**src/rtl/serial_pad_scanner.sv**
```systemverilog
// serial_pad_scanner
// Drives one shared latch/pulse pair for 1..4 serial game pads and shifts
// their frames in parallel. Frames are started by poll_req or an optional
// free-running auto-poll tick. Every output is a flop.
`timescale 1ns/1ps
module serial_pad_scanner #(
  parameter int CHANNELS     = 1,
  parameter int BITS         = 8,
  parameter int LATCH_CYCLES = 12,
  parameter int DIV          = 6,
  parameter int POLL_PERIOD  = 0
) (
  input  logic                     clk,
  input  logic                     reset_n,
  input  logic                     enable,
  input  logic                     poll_req,
  output logic                     famicom_latch,
  output logic                     famicom_pulse,
  input  logic [CHANNELS-1:0]      famicom_data,
  output logic [CHANNELS*BITS-1:0] buttons,
  output logic                     valid,
  output logic                     changed,
  output logic                     busy
);
  localparam int PMAX = (LATCH_CYCLES > DIV) ? LATCH_CYCLES : DIV;
  localparam int PW   = (PMAX > 1) ? $clog2(PMAX) : 1;
  localparam int BW   = $clog2(BITS);
  localparam int NB   = CHANNELS * BITS;
  localparam logic [PW-1:0] LATCH_LOAD = PW'(LATCH_CYCLES - 1);
  localparam logic [PW-1:0] DIV_LOAD   = PW'(DIV - 1);
  localparam logic [BW-1:0] LAST_BIT   = BW'(BITS - 1);

  typedef enum logic [2:0] {
    S_IDLE, S_LATCH, S_SETTLE, S_PULSE_HI, S_PULSE_LO, S_DONE
  } state_t;

  state_t              state_q, state_d;
  logic [PW-1:0]       phase_q, phase_d;
  logic [BW-1:0]       bit_q, bit_d;
  logic                pending_q, pending_d;
  logic [NB-1:0]       cap_q, cap_d;
  logic [NB-1:0]       buttons_q, buttons_d;
  logic                valid_q, valid_d;
  logic                changed_q, changed_d;
  logic                latch_q, latch_d;
  logic                pulse_q, pulse_d;
  logic                busy_q, busy_d;
  logic [CHANNELS-1:0] sync1_q, sync2_q;
  logic                tick;
  logic                sample;
  logic                frame_done;
  logic [BW-1:0]       sample_bit;
  logic [BITS-1:0]     bit_sel;

  // Two-flop synchroniser per channel; idles at 1 so a missing pad reads released
  always_ff @(posedge clk or negedge reset_n) begin
    if (!reset_n) begin
      sync1_q <= '1;
      sync2_q <= '1;
    end else begin
      sync1_q <= famicom_data;
      sync2_q <= sync1_q;
    end
  end

  // Auto-poll: free-running 0..POLL_PERIOD-1 counter, tick on the wrap cycle
  generate
    if (POLL_PERIOD > 0) begin : g_poll
      localparam int TW = (POLL_PERIOD > 1) ? $clog2(POLL_PERIOD) : 1;
      localparam logic [TW-1:0] POLL_LAST = TW'(POLL_PERIOD - 1);
      logic [TW-1:0] cnt_q, cnt_d;

      assign tick = (cnt_q == POLL_LAST);

      // Next count value with wrap
      always_comb begin
        cnt_d = cnt_q + TW'(1);
        if (cnt_q == POLL_LAST) cnt_d = '0;
      end

      // Counter register, runs regardless of frame activity
      always_ff @(posedge clk or negedge reset_n) begin
        if (!reset_n) cnt_q <= '0;
        else          cnt_q <= cnt_d;
      end
    end else begin : g_no_poll
      assign tick = 1'b0;
    end
  endgenerate

  // Frame sequencer: next state, phase/bit counters, request merging, sample strobes
  always_comb begin
    state_d    = state_q;
    phase_d    = phase_q;
    bit_d      = bit_q;
    pending_d  = pending_q | poll_req | tick;
    sample     = 1'b0;
    sample_bit = bit_q;
    frame_done = 1'b0;
    if (state_q != S_IDLE && !enable) begin
      // Abort: drop the frame and any request queued behind it
      state_d   = S_IDLE;
      pending_d = 1'b0;
    end else begin
      case (state_q)
        S_IDLE: begin
          if (enable && pending_d) begin
            state_d   = S_LATCH;
            phase_d   = LATCH_LOAD;
            pending_d = 1'b0;
          end
        end
        S_LATCH: begin
          if (phase_q == '0) begin
            state_d = S_SETTLE;
            phase_d = DIV_LOAD;
          end else begin
            phase_d = phase_q - PW'(1);
          end
        end
        S_SETTLE: begin
          if (phase_q == '0) begin
            sample     = 1'b1;
            sample_bit = '0;
            state_d    = S_PULSE_HI;
            phase_d    = DIV_LOAD;
            bit_d      = BW'(1);
          end else begin
            phase_d = phase_q - PW'(1);
          end
        end
        S_PULSE_HI: begin
          if (phase_q == '0) begin
            state_d = S_PULSE_LO;
            phase_d = DIV_LOAD;
          end else begin
            phase_d = phase_q - PW'(1);
          end
        end
        S_PULSE_LO: begin
          if (phase_q == '0) begin
            sample = 1'b1;
            if (bit_q == LAST_BIT) begin
              state_d    = S_DONE;
              frame_done = 1'b1;
            end else begin
              state_d = S_PULSE_HI;
              phase_d = DIV_LOAD;
              bit_d   = bit_q + BW'(1);
            end
          end else begin
            phase_d = phase_q - PW'(1);
          end
        end
        S_DONE:  state_d = S_IDLE;
        default: state_d = S_IDLE;
      endcase
    end
    // Line outputs are registered copies of the state being entered
    latch_d = (state_d == S_LATCH);
    pulse_d = (state_d == S_PULSE_HI);
    busy_d  = (state_d != S_IDLE);
  end

  // One-hot select of the bit being captured this cycle
  assign bit_sel = sample ? (BITS'(1) << sample_bit) : '0;

  genvar gi;
  generate
    for (gi = 0; gi < CHANNELS; gi++) begin : g_cap
      assign cap_d[gi*BITS +: BITS] = (cap_q[gi*BITS +: BITS] & ~bit_sel) |
                                      ({BITS{sync2_q[gi]}} & bit_sel);
    end
  endgenerate

  // Publish the inverted capture at frame end and flag a difference from the last frame
  always_comb begin
    buttons_d = buttons_q;
    valid_d   = 1'b0;
    changed_d = 1'b0;
    if (frame_done) begin
      buttons_d = ~cap_d;
      valid_d   = 1'b1;
      changed_d = (~cap_d != buttons_q);
    end
  end

  // State and output registers
  always_ff @(posedge clk or negedge reset_n) begin
    if (!reset_n) begin
      state_q   <= S_IDLE;
      phase_q   <= '0;
      bit_q     <= '0;
      pending_q <= 1'b0;
      cap_q     <= '0;
      buttons_q <= '0;
      valid_q   <= 1'b0;
      changed_q <= 1'b0;
      latch_q   <= 1'b0;
      pulse_q   <= 1'b0;
      busy_q    <= 1'b0;
    end else begin
      state_q   <= state_d;
      phase_q   <= phase_d;
      bit_q     <= bit_d;
      pending_q <= pending_d;
      cap_q     <= cap_d;
      buttons_q <= buttons_d;
      valid_q   <= valid_d;
      changed_q <= changed_d;
      latch_q   <= latch_d;
      pulse_q   <= pulse_d;
      busy_q    <= busy_d;
    end
  end

  assign famicom_latch = latch_q;
  assign famicom_pulse = pulse_q;
  assign buttons       = buttons_q;
  assign valid         = valid_q;
  assign changed       = changed_q;
  assign busy          = busy_q;

endmodule
```
**config.mk**
```make
export PLATFORM = sky130hd
export DESIGN_NAME = serial_pad_scanner
export DESIGN_NICKNAME = d
export VERILOG_FILES = /design/src/rtl/serial_pad_scanner.sv
export SDC_FILE = /design/constraint.sdc
export NUM_CORES = 1
export LEC_CHECK = 0
export CELL_PAD_IN_SITES_DETAIL_PLACEMENT = 1
export CELL_PAD_IN_SITES_GLOBAL_PLACEMENT = 1
export CORE_AREA = 2 2 65 67
export CTS_BUF_LIST = sky130_fd_sc_hd__clkbuf_2
export DETAILED_ROUTE_END_ITERATION = 16
export DIE_AREA = 0 0 67 69
export GPL_ROUTABILITY_DRIVEN = 0
export PLACE_DENSITY = 0.76
export SYNTH_ARGS = -nofsm -noshare
export SYNTH_HDL_FRONTEND = slang
export SYNTH_SLANG_ARGS = --single-unit
```
**constraint.sdc**
```tcl
create_clock -name clk -period 3.05 [get_ports clk]
set_input_delay 0.305 -clock clk [delete_from_list [all_inputs] [get_ports clk]]
set_output_delay 0.305 -clock clk [all_outputs]
set_load 0.1 [all_outputs]
```
==> flow_metrics.env <==
export IMPL_outcome="finished, final reports clean"
export IMPL_die_width_um=67
export IMPL_hold_class="in2async"
export IMPL_cp_slowest_cell="nor4_2"
export IMPL_wire_per_inst_um=16.4
export IMPL_top_layer_used="met4"
export IMPL_tightest_slew_ns=0.971
export IMPL_fin_ws_ns=0.556
export IMPL_multi_input_area_sq_um=833
export IMPL_portBuffers=17
export IMPL_cts_buffers=5
export IMPL_drtIter0Drc=32
export IMPL_period_minus_slack_ns=2.49
export IMPL_cts_root_buf="clkbuf_2"
export IMPL_totalWireLength_um=3890
export IMPL_powerDensity_nw_per_um2=469
export IMPL_drc=0
export IMPL_placed_cell_area_sq_um=1940
export IMPL_async_reset_ff_share_pct=100
export IMPL_arrival_ns=2.77
export IMPL_fillers=461
export IMPL_r2r_cells=6
export IMPL_cts_hold_buf=0
export IMPL_initial_core_util_pct=44.5
export IMPL_seq_area_frac_synth_pct=49.0
export IMPL_antenna_found_initial=0
export IMPL_syn_area_per_cell_sq_um=10.3
export IMPL_hold_violations=0
export IMPL_drv_cap=0
export IMPL_num_rows=23
export IMPL_place_ws_ns=0.523
export IMPL_syn_inst=169
export IMPL_first_pass_iters=4
export IMPL_cts_resized=0
export IMPL_vdd_drop_max_v=0.000338
export IMPL_setup_viol=0
export IMPL_finalCoreUtilization_pct=50.5
export IMPL_crit_type="reg2reg"
export IMPL_overflow=0
export IMPL_routedLengthMet1_um=1720
export IMPL_syn_num_nets=176
export IMPL_slew_headroom_pct=35.1
export IMPL_via_per_inst=5.66
export IMPL_rsz0062_at_grt="no"
export IMPL_antennaDiodeCount=0
export IMPL_grt_pass1_vias=1369
export IMPL_fin_hold_ws_ns=0.281
export IMPL_timing_final_crit_share_pct=81.8
export IMPL_cts_tree="yes"
export IMPL_ioPinCount=18
export IMPL_fin_setup_tns_ns=0
export IMPL_critPathMaxStageDelay_ns=0.55
export IMPL_htree_levels=2
export IMPL_synth_top_flop_cell="dfrtp_1"
export IMPL_ys_ff_latch=34
export IMPL_synth_edf_count=0
export IMPL_area_growth_pct=13.5
export IMPL_fin_area_sq_um=1980
export IMPL_endpoint_kind="flip-flop"
export IMPL_grt_pass1_wl_um=6680
export IMPL_yosysWarnings=0
export IMPL_coreArea_sq_um=3910
export IMPL_cp_start_kind="flip-flop"
export IMPL_fmax_mhz=401
export IMPL_path_clk_slew_ns=0.20
export IMPL_dp_hpwl_um=2800
export IMPL_dr_wl_met3_um=126
export IMPL_nets=194
export IMPL_synth_area_sq_um=1740
export IMPL_ctsLongestPathBuffers=2
export IMPL_grt_usage_pct=19.1
export IMPL_met2_length_um=2000
export IMPL_clk_latency_ns=0.39
export IMPL_ys_types=45
export IMPL_layout_drive_gt1_share_pct=20.2
export IMPL_route_vias_total=1348
export IMPL_grt_max_degree=35
export IMPL_antenna_left=0
export IMPL_dieArea_sq_um=4620
export IMPL_clock_skew_ns=0.0288
export IMPL_clock_sinks=34
export IMPL_die_h_um=69
export IMPL_leakage_nw=0.895
export IMPL_crit_chain="nor4_2 > nand2_2 > nor3b_1 > mux2_2 > a2111oi_2 > a41oi_1"
export IMPL_cts_setup_buffers=0
export IMPL_cp_max_fo=8
export IMPL_seqCellArea_sq_um=853
export IMPL_worstPathRequired_ns=3.33
export IMPL_drv_slew=0
## stage by stage
| step | power, W | cells |
|---|---|---|
| 2_1_floorplan | 0.000671 | 169 |
| 3_3_place_gp | 0.000715 | 230 |
| 3_5_place_dp | 0.000727 | 230 |
| 4_1_cts | 0.000938 | 238 |
| 5_1_grt | 0.000984 | 238 |
| 6_report | 0.000928 | 238 |
## flip-flops by register name (all words and copies together), names as in the netlist, 3 cells and up
register / flops
state_q: 3
buttons: 8
phase_q: 4
cap_q: 8
bit_q: 3
## critical path: cells and delay by family, from the launching register on
kind / cells / cell delay (ns)
simple gates: 3 / 1.08
flops: 1 / 0.48
compound gates: 2 / 0.47
mux: 1 / 0.38
## metal layers
| metal | up-vias | global-route usage [%] |
|---|---|---|
| met4 | 0 | 5.44 |
| met3 | 6 | 5.38 |
| li1 | 641 | - |
| met5 | - | 0 |
| met2 | 20 | 31.4 |
| met1 | 681 | 24.1 |
## worst paths after layout
path,from,to,slack (ns)
min in group clk,famicom_data,sync1_q$_DFF_PN1_,0.31
hold / removal,reset_n,cap_q[1]$_DFF_PN0_,0.28
setup / recovery,phase_q[2]$_DFFE_PN0P_,changed$_DFF_PN0_,0.56
hold reg to reg,sync1_q$_DFF_PN1_,sync2_q$_DFF_PN1_,0.37
setup reg to reg,phase_q[2]$_DFFE_PN0P_,changed$_DFF_PN0_,0.56
max in group asynchronous,reset_n,sync2_q$_DFF_PN1_,2.41
## synth_stat cells (2+ instances only)
library cell	number	area [sq um]
mux2_2	10	113
xor2_1	4	35.0
or3_1	2	12.5
o22ai_1	2	12.5
o21ai_0	19	95.1
nor3_1	4	20.0
xnor2_1	2	17.5
dfstp_2	2	52.6
or4_1	2	15.0
nand2_1	14	52.6
nand3_1	3	15.0
buf_2	3	15.0
nand4b_1	4	35.0
nand2b_1	10	62.6
nor2_1	10	37.5
a22o_1	2	17.5
a21oi_1	4	20.0
and3_1	2	12.5
clkbuf_1	5	18.8
nor2b_1	2	12.5
dfrtp_1	32	801
inv_1	4	15.0
nor3b_1	3	22.5
o211ai_1	2	15.0
ha_1	2	25.0
## power by group
part	internal, W	leakage, nW	total, W	switching, W
logic	0.0000630	0.417	0.000174	0.000111
clock network	0.0000523	0.0264	0.000210	0.000157
registers	0.000491	0.451	0.000544	0.0000522
total	0.000607	0.895	0.000928	0.000321
## final cells by class
type,instances,share of cell area [%]
timing repair buffer,20,8.73
multi-input combinational,122,42.1
clock inverter,3,0.822
clock buffer,5,1.27
inverter,4,0.759
tap,50,3.16
sequential,34,43.1
## kinds of logic (layout without fill, tap and decap cells)
logic type	count (synthesis)	after routing	share of synthesized area, %
and+or+nand+nor	64	64	21.7
AOI/OAI and AO/OA	38	38	13.8
DFF	34	34	49.0
buffers and inverters	13	32	3.23
muxes	12	12	7.90
xor gates and xnor gates	6	6	3.02
adders and majority gates	2	2	1.44
## cell usage in the layout, fill, tap and decap left out, drive strengths merged, types with 2 or more instances in the layout
cell type      instances
nor2b                  2
clkdlybuf4s50          9
and3                   3
nand2b                10
or4                    2
nor2                  10
inv                    4
clkinv                 2
nor3                   4
buf                   11
a22o                   2
nor3b                  4
a21oi                  4
nand3                  3
o22ai                  2
mux2                  11
dfrtp                 32
o211ai                 2
or3                    2
ha                     2
clkbuf                 5
xnor2                  2
nand4b                 4
dfstp                  2
o21ai                 20
nand2                 15
xor2                   4
No activity file was read; power rests on OpenSTA's default activity.
